File: config.mk
export PLATFORM = sky130hd
export DESIGN_NAME = parity_accumulator
export DESIGN_NICKNAME = d
export VERILOG_FILES = /design/src/rtl/parity_accumulator.sv
export SDC_FILE = /design/constraint.sdc
export NUM_CORES = 1
export LEC_CHECK = 0
export ABC_AREA = 1
export BUFFER_PORTS_ARGS = -buffer_cell sky130_fd_sc_hd__buf_2
export CAP_MARGIN = 40
export CORE_UTILIZATION = 49
export DETAILED_ROUTE_END_ITERATION = 8
export PLACE_DENSITY = 0.74
export SLEW_MARGIN = 20
export SYNTH_ARGS = -nofsm -noshare
export SYNTH_HDL_FRONTEND = slang
export SYNTH_SLANG_ARGS = --single-unit
File: constraint.sdc
create_clock -name clk -period 1.95 [get_ports clk]
set_input_delay 0.39 -clock clk [delete_from_list [all_inputs] [get_ports clk]]
set_output_delay 0.39 -clock clk [all_outputs]
set_load 0.02 [all_outputs]
File: src/rtl/parity_accumulator.sv
// Streaming parity unit: XOR-accumulates accepted words into a frame result with word count.
// Optional PARITY_CHECK_EN adds exp_par/par_err comparison against an expected frame parity.
module parity_accumulator #(
  parameter int WIDTH     = 8,
  parameter int MAX_WORDS = 16,
  localparam int CW       = $clog2(MAX_WORDS + 1)
) (
  input  logic             clk,
  input  logic             rst,
  input  logic             in_valid,
  input  logic [WIDTH-1:0] in_data,
  input  logic             in_last,
  output logic             in_ready,
  output logic             par_valid,
  output logic             par_out,
  output logic [CW-1:0]    par_count,
  output logic             par_trunc,
  input  logic             par_ready,
`ifdef PARITY_CHECK_EN
  input  logic             exp_par,
  output logic             par_err,
`endif
  output logic             state_dbg
);

  typedef enum logic {
    ACCUM = 1'b0,
    HOLD  = 1'b1
  } state_t;

  state_t          state;
  state_t          state_nx;
  logic            acc;
  logic            acc_nx;
  logic [CW-1:0]   cnt;
  logic [CW-1:0]   cnt_inc;
  logic            accept;
  logic            take;
  logic            closing;

  // Handshakes: a word moves when in_valid & in_ready; a result moves when
  // par_valid & par_ready. In HOLD a word is only taken alongside the result,
  // so the single result register is never overwritten before it is consumed.
  assign in_ready  = ~rst & ((state == ACCUM) | par_ready);
  assign par_valid = (state == HOLD);
  assign state_dbg = state;

  assign accept  = in_valid & in_ready;
  assign take    = par_valid & par_ready;
  assign acc_nx  = acc ^ (^in_data);
  assign cnt_inc = cnt + CW'(1);
  assign closing = accept & (in_last | (cnt_inc == CW'(MAX_WORDS)));

  always_comb begin
    state_nx = state;
    case (state)
      ACCUM: if (closing) state_nx = HOLD;
      HOLD:  if (take)    state_nx = closing ? HOLD : ACCUM;
      default: state_nx = ACCUM;
    endcase
  end

  always_ff @(posedge clk) begin
    if (rst) begin
      state     <= ACCUM;
      acc       <= 1'b0;
      cnt       <= '0;
      par_out   <= 1'b0;
      par_count <= '0;
      par_trunc <= 1'b0;
`ifdef PARITY_CHECK_EN
      par_err   <= 1'b0;
`endif
    end else begin
      state <= state_nx;
      if (closing) begin
        // acc/cnt restart so a word accepted together with a take opens a fresh frame
        acc       <= 1'b0;
        cnt       <= '0;
        par_out   <= acc_nx;
        par_count <= cnt_inc;
        par_trunc <= ~in_last;
`ifdef PARITY_CHECK_EN
        par_err   <= acc_nx ^ exp_par;
`endif
      end else if (accept) begin
        acc <= acc_nx;
        cnt <= cnt_inc;
      end
    end
  end

endmodule

==> impl_summary.md, run 1 <==
Outcome
The flow ran to the end, but the final reports show violations. The final reports fail on DRC.

CTS
Post-CTS repair changed the size of 0 cells. The root cell of the clock tree is sky130_fd_sc_hd__clkbuf_4. The maximum clock path buffer count is 2. In this run the post-CTS setup repair buffer count came out at 0.

The CTS tree is done. The number of hold buffers added after cts is 0. The clock input transition at the sequential cells of the worst setup and hold paths is 0.08 ns. The number of H-tree branching levels is 1. The total CTS buffers is 3. The later pin in the worst-skew pair is clocked with a latency of 0.28 ns. CTS saw 14 sinks.

Global route
The remaining global-route overflow is 0. The via count of the first global-routing pass is 676. Entering global routing, the biggest net connects 12 pins. The initial antenna violation count is 0. The first global-routing pass estimated 2760 um of wire.

Global routing consumed, over all layers together, 18.7% of the routing resources.

Timing
The normalized max-slew margin is 82.7%. The number of pins exceeding their max-slew limit in the final report was 0. The time the final worst path needs with I/O delays and setup is 1.56 ns. The count of endpoints failing setup in the final report is 0. The number of endpoints with negative hold slack in the final report is 0.

Dividing the final minimum period by the clock period gives 79.8%. Setup repair after global routing left no endpoint under its margin. The transition time at the pin with the least slew margin is between 0.2 and 0.3 ns. The highest attainable clock frequency is about 640 MHz.

Between clock sinks in the finished design, the worst skew comes to about 0.0011 ns. The sum of negative setup slack is 0 ns.

Hold path
Along the worst hold path, the cell count comes to 3. The classification of the worst-slack hold path is in2reg.

Worst setup path
The path type of the worst setup path is reg2reg. The critical path capture point type is a flop. The worst register-to-register path has a depth of 8.

The endpoint arrival time on the critical path is ~1.7 ns. For the worst setup path, the data required time is 2.13 ns. The worst setup path is launched from a flop. The maximum fanout encountered on the critical timing path is 7.

Logic synthesis
Synthesis instantiated 27 different standard cells from the library. The number of instances in the synthesized netlist is roughly 130. Counting flops and latches in the post-synthesis netlist gives 14.

After synthesis, flip-flops and latches occupy roughly 31% of the total area. The Yosys step of the flow raised 0 warnings. In this run the biggest area consumer among cell types represents ~31% of the synthesized area.

The average instance in the mapped netlist occupies 7.11 um^2. In this run the cell area of the synthesized design comes to 896 um^2. Yosys attributes the largest share of cell area to sky130_fd_sc_hd__dfxtp_1, sky130_fd_sc_hd__nand2_1, sky130_fd_sc_hd__inv_1.

Summed over all instances, the cell type with the most area after synthesis is sky130_fd_sc_hd__dfxtp_1. The number of nets handed over by synthesis was about 140.

Floorplan
The floorplan step defined a die boundary enclosing approximately 2000 um^2. The initial core utilization is between 50% and 60%. The height of the die is roughly 45 um. The number of top-level pins is 23. The floorplan step set the die width to 44.8 um. The number of rows in the core area is 15.

The area of the placeable core is 1730 um^2.

Cells and area
The finished layout holds 174 standard cells, fillers aside. 0 antenna diodes ended up in the layout. The library cells used most frequently in the layout, excluding fill and tap cells, are sky130_fd_sc_hd__nand2_1, sky130_fd_sc_hd__inv_1, sky130_fd_sc_hd__buf_2.

The net count of the finished layout is between 150 and 200. Leaving out fill and tap cells, the most frequent cell in the layout is sky130_fd_sc_hd__nand2_1. The growth of design area from synthesis to finish is 16.2%. The proportion of layout cells with a drive suffix above 1 is around 32%.

The finished cells cover 1040 um^2.

Power
The total leakage power is 0.551 nW. The post-layout total power is 0.588 mW. The worst voltage drop across the vdd grid is 0.329 mV. The power per unit of standard cell area is 565 nW/um^2.

Flow run
The max capacitance violation total is 0.

Place
The count of buffers added on input and output ports is 22. The detailed placement HPWL is 1260 um. The global placement routability congestion is 0.746. In this run the cell area measured after placement is 1020 um^2.

Counting tap cells, the placed design contains a total of 171 instances.

Detailed routing
The number of DRC markers after the initial detailed-route iteration is 19. Once detail routing completed, the nets flagged for antenna violations numbered 0. The number of vias per cell after detailed routing is 4.71. The routed design has 1580 um of wire.

The final routed wire length divided by cell count is 9.09 um. The remaining design rule violation count is 2. The iteration count of the initial detailed-routing pass is 6. The via count is 819.
==> cells in the mapped netlist <==
cell / number
sky130_fd_sc_hd__nand4_1: 2
sky130_fd_sc_hd__xor2_1: 1
sky130_fd_sc_hd__nand3_4: 1
sky130_fd_sc_hd__nand2_8: 1
sky130_fd_sc_hd__nand2_2: 1
sky130_fd_sc_hd__o21ai_2: 3
sky130_fd_sc_hd__nor2_2: 2
sky130_fd_sc_hd__dfxtp_1: 14
sky130_fd_sc_hd__nand2_1: 41
sky130_fd_sc_hd__nand3_1: 5
sky130_fd_sc_hd__nor2_1: 3
sky130_fd_sc_hd__nor2_4: 2
sky130_fd_sc_hd__inv_1: 22
sky130_fd_sc_hd__inv_2: 2
sky130_fd_sc_hd__nand4_2: 1
sky130_fd_sc_hd__o21ai_1: 2
sky130_fd_sc_hd__a31oi_1: 1
sky130_fd_sc_hd__nor3_1: 1
sky130_fd_sc_hd__nand3_2: 4
sky130_fd_sc_hd__inv_6: 1
sky130_fd_sc_hd__buf_4: 1
sky130_fd_sc_hd__nand2_4: 1
sky130_fd_sc_hd__and2_1: 1
sky130_fd_sc_hd__ha_1: 2
sky130_fd_sc_hd__buf_6: 1
sky130_fd_sc_hd__a21oi_2: 4
sky130_fd_sc_hd__a21oi_1: 6
==> sequential cells by signal (all words and copies together), names as in the netlist <==
register / cells
par_valid: 1
acc: 1
cnt: 5
par_trunc: 1
par_count: 5
par_out: 1
==> cells by family (layout without fill, tap and decap cells) <==
| family | after synthesis | count (layout) | share of synthesized area [%] |
|---|---|---|---|
| adder cells (fa/ha/maj) | 2 | 2 | 2.79 |
| XOR/XNOR | 1 | 1 | 0.978 |
| buffers and inverters | 27 | 50 | 13.1 |
| flip-flops | 14 | 14 | 31.3 |
| AND/OR/NAND/NOR | 66 | 66 | 39.8 |
| AO/OA/AOI/OAI | 16 | 16 | 12.0 |
==> path summary, 6_finish.rpt <==
check / endpoint / start / slack [ns]
hold reg to reg: par_out$_SDFFE_PP0P_ / par_out$_SDFFE_PP0P_ / 0.46
setup reg to reg: par_count[2]$_SDFFE_PP0P_ / cnt[0]$_SDFFE_PP0P_ / 0.39
hold / removal: par_count[3]$_SDFFE_PP0P_ / in_last / 0.34
setup / recovery: par_count[2]$_SDFFE_PP0P_ / cnt[0]$_SDFFE_PP0P_ / 0.39
==> metrics by stage <==
stage | utilization [%] | hold WS, ns | setup WS (ns)
6_report | 60.3 | 0.344 | 0.393
5_1_grt | 60.3 | 0.368 | 0.287
4_1_cts | 60.3 | 0.337 | 0.383
3_5_place_dp | 59.0 | 0.452 | 0.313
3_3_place_gp | 59.0 | 0.448 | 0.358
2_1_floorplan | - | 0.468 | 0.563
==> layer usage <==
metal	up-vias	global-route usage [%]	part of all wire, %
met5	-	0	0
met4	0	7.27	1.6
met3	4	3.60	4.9
met2	23	30.6	48
met1	351	24.4	45
li1	441	-	-
==> worst max-delay path, stage by stage, from the launching register on <==
cell and delay, ns:
sky130_fd_sc_hd__dfxtp_1 0.44, sky130_fd_sc_hd__ha_1 0.27, sky130_fd_sc_hd__nand4_2 0.15, sky130_fd_sc_hd__a21oi_2 0.24, sky130_fd_sc_hd__nand2_4 0.12, sky130_fd_sc_hd__nand2_8 0.10, sky130_fd_sc_hd__nand2_2 0.05, sky130_fd_sc_hd__nand2_1 0.07
sky130_fd_sc_hd__nor2_2 0.03
==> area by class of cell <==
type	count	area, um^2
clock buffers	3	22.5
fillers	170	686
inverters	25	98.8
multi-input cells	85	498
flip-flops and latches	14	280
well taps	25	31.3
repair buffers	22	110
==> where the power goes <==
| part | leakage (nW) | total, mW | switching (mW) | internal, mW |
|---|---|---|---|---|
| combinational | 0.423 | 0.120 | 0.0755 | 0.0445 |
| clock | 0.0138 | 0.163 | 0.0918 | 0.0716 |
| sequential | 0.114 | 0.305 | 0.00801 | 0.297 |
| total | 0.551 | 0.588 | 0.175 | 0.413 |
No activity file was read; power rests on OpenSTA's default activity.
==> run 2, diff against run 1 <==
- clock period: 1.95 -> 1.45 ns (I/O delays scaled with it)
==> impl_summary.md, run 2 (synthesized netlist as in run 1, its figures left out) <==
Outcome
The run finished, with violations left. The checks that failed: DRC.

Timing
Setup violations remaining at the end of the flow were counted as 0. The normalized max-slew margin is a little over four fifths. Adding up every negative setup slack in the final design gives 0 ns. For the pin with the worst max-slew slack, the measured transition is between 0.2 and 0.25 ns. In the finished design, the share of the clock period the worst path needs comes to between 90 and 100%.

The number of pins exceeding their max-slew limit in the final report is 0. The worst clock skew on the final layout is 0.00385 ns. The number of endpoints with negative hold slack in the final report is 0. Setup repair after global routing left no endpoint under its margin.

The highest attainable clock frequency is 730 MHz. The time the final worst path needs with I/O delays and setup is 1.37 ns.

Place
The port buffer count is 22. Counting tap cells, the placed design contains a total of 176 instances. The detailed placement HPWL is 1380 um.

The congestion estimate from routability-driven global placement came to 0.837.

Detailed routing
The iteration count of the initial detailed-routing pass is 6. The routed layout has 836 vias. In the routed design, unresolved DRC markers number 2. The number of vias per cell after detailed routing is 4.64. Dividing the detail-routed wire length by the instance count gives between 9 and 10 um. The total wire length after detailed routing is 1690 um.

The detailed router finished its first iteration with 18 violations. Once detail routing completed, the nets flagged for antenna violations numbered 0.

Cells and area
For this run, the post-layout net count is 171. The largest registers in the layout are cnt (5), par_count (5). Fill cells in the final layout number between 150 and 200.

The growth of design area from synthesis to finish is 23.3%. The top cell types in the final layout, fill and taps aside, are sky130_fd_sc_hd__nand2_1, sky130_fd_sc_hd__inv_1, sky130_fd_sc_hd__buf_2. The proportion of layout cells with a drive suffix above 1 is 36.8%. The most common cell after layout, fill and taps aside is sky130_fd_sc_hd__nand2_1. Once layout is complete, the cells apart from fillers number 180. The number of antenna diodes in the final layout is 0.

CTS
The sink count of the clock tree is 14. The clock input transition at the sequential cells of the worst setup and hold paths is around 0.09 ns. The root cell of the clock tree is sky130_fd_sc_hd__clkbuf_4. The count of instances resized after the clock tree is built is 0. The CTS tree is done. The number of buffers inserted to repair setup after CTS is 0.

The later pin in the worst-skew pair is clocked with a latency of 0.28 ns. In this run, CTS created clock tree buffers numbering 3. The number of H-tree branching levels is 1. Hold repair after CTS inserted 0 buffers. The clock passes through at most 2 buffers.

Worst setup path
The path type of the worst setup path is reg2reg. The required time reported for the critical path endpoint is 1.64 ns. The worst register-to-register path ends at par_count[2]$_SDFFE_PP0P_. The critical path capture point type is a flop. The start of the worst register-to-register path is cnt[1]$_SDFFE_PP0P_.

Of all nets on the critical path, the largest fanout is 7. The critical path launch point type is a flop. Data on the critical path arrives at its endpoint at about 1.6 ns. For the worst flop-to-flop path, the logic depth is 8. The setup slack on the worst flop-to-flop path is 0.08 ns.

Hold path
The worst hold path begins at in_last. The endpoint of the worst hold-timing path is par_count[3]$_SDFFE_PP0P_. Counting instances, the worst hold path has a depth of 3. The classification of the worst-slack hold path is in2reg.

Floorplan
The number of rows in the core area is 15. The initial core utilization is 51.9%. The floorplan step set the die width to approximately 45 um.

The area of the placeable core is 1730 um^2. In this run the vertical extent of the chip is roughly 45 um. 23 I/O pins were placed. The area of the die is around 2000 um^2.

Global route
The maximum number of pins on one net before global-route repair is 9. The via count of the first global-routing pass is 694. Global routing consumed, over all layers together, a little under a fifth of the routing resources. The initial antenna violation count is 0.

The first-pass GRT wire length is 2700 um. After global routing the overflow that remains totals 0.

Power
The total leakage power is 0.581 nW. Power spread over the standard cell area amounts to between 700 and 800 nW/um^2. The worst voltage drop across the vdd grid is 0.409 mV.

Flow run
The max capacitance violation total is 0.
## run 2: metrics by stage
stage | worst slack, ns | area (um^2) | hold slack, ns | power, mW | utilization, %
4_1_cts | 0.0324 | 1090 | 0.220 | 0.877 | 63.3
3_5_place_dp | 0.0514 | 1060 | 0.457 | 0.594 | 61.2
2_1_floorplan | 0.0631 | 896 | 0.369 | 0.537 | -
5_1_grt | 0.00527 | 1100 | 0.231 | 0.916 | 64.0
6_report | 0.0806 | 1100 | 0.226 | 0.870 | 64.0
3_3_place_gp | 0.0895 | 1060 | 0.446 | 0.588 | 61.2
## run 2: worst max-delay path by stage
stage | endpoint | depth (start not counted) | startpoint
2_1_floorplan | par_count[2]$_SDFFE_PP0P_ | 8 | cnt[0]$_SDFFE_PP0P_
3_3_place_gp | par_count[2]$_SDFFE_PP0P_ | 9 | cnt[0]$_SDFFE_PP0P_
3_5_place_dp | par_count[2]$_SDFFE_PP0P_ | 8 | cnt[1]$_SDFFE_PP0P_
4_1_cts | par_count[2]$_SDFFE_PP0P_ | 8 | cnt[1]$_SDFFE_PP0P_
5_1_grt | par_count[2]$_SDFFE_PP0P_ | 8 | cnt[1]$_SDFFE_PP0P_
6_report | par_count[2]$_SDFFE_PP0P_ | 8 | cnt[1]$_SDFFE_PP0P_
## run 2: cell type report
class | count | area, um^2 | area share [%]
inverter | 25 | 98.8 | 8.95
sequential | 14 | 283 | 25.6
tap | 25 | 31.3 | 2.83
multi-input combinational | 85 | 508 | 46.0
timing repair buffer | 27 | 148 | 13.4
clock buffer | 4 | 36.3 | 3.28
## run 2: power by group
| group | switching (mW) | internal [mW] | total (mW) |
|---|---|---|---|
| combinational | 0.108 | 0.0685 | 0.177 |
| clock | 0.133 | 0.153 | 0.286 |
| sequential | 0.00839 | 0.399 | 0.408 |
| total | 0.250 | 0.621 | 0.870 |
## run 2: routing by layer
layer  vias up  track usage (%)  part of all wire, %
li1        450                -                    -
met3         2             4.80                  4.3
met1       364             22.2                   48
met5         -                0                    0
met4         0             10.9                  1.3
met2        20             30.6                   47
## run 2: worst max-delay path, stage by stage, from the launching register on
cell and delay, ns:
sky130_fd_sc_hd__dfxtp_2 0.35, sky130_fd_sc_hd__ha_2 0.20, sky130_fd_sc_hd__nand4_2 0.16, sky130_fd_sc_hd__a21oi_4 0.22
sky130_fd_sc_hd__nand2_4 0.10, sky130_fd_sc_hd__nand2_8 0.10, sky130_fd_sc_hd__nand2_2 0.04, sky130_fd_sc_hd__nand2_1 0.06
sky130_fd_sc_hd__nor2_2 0.03
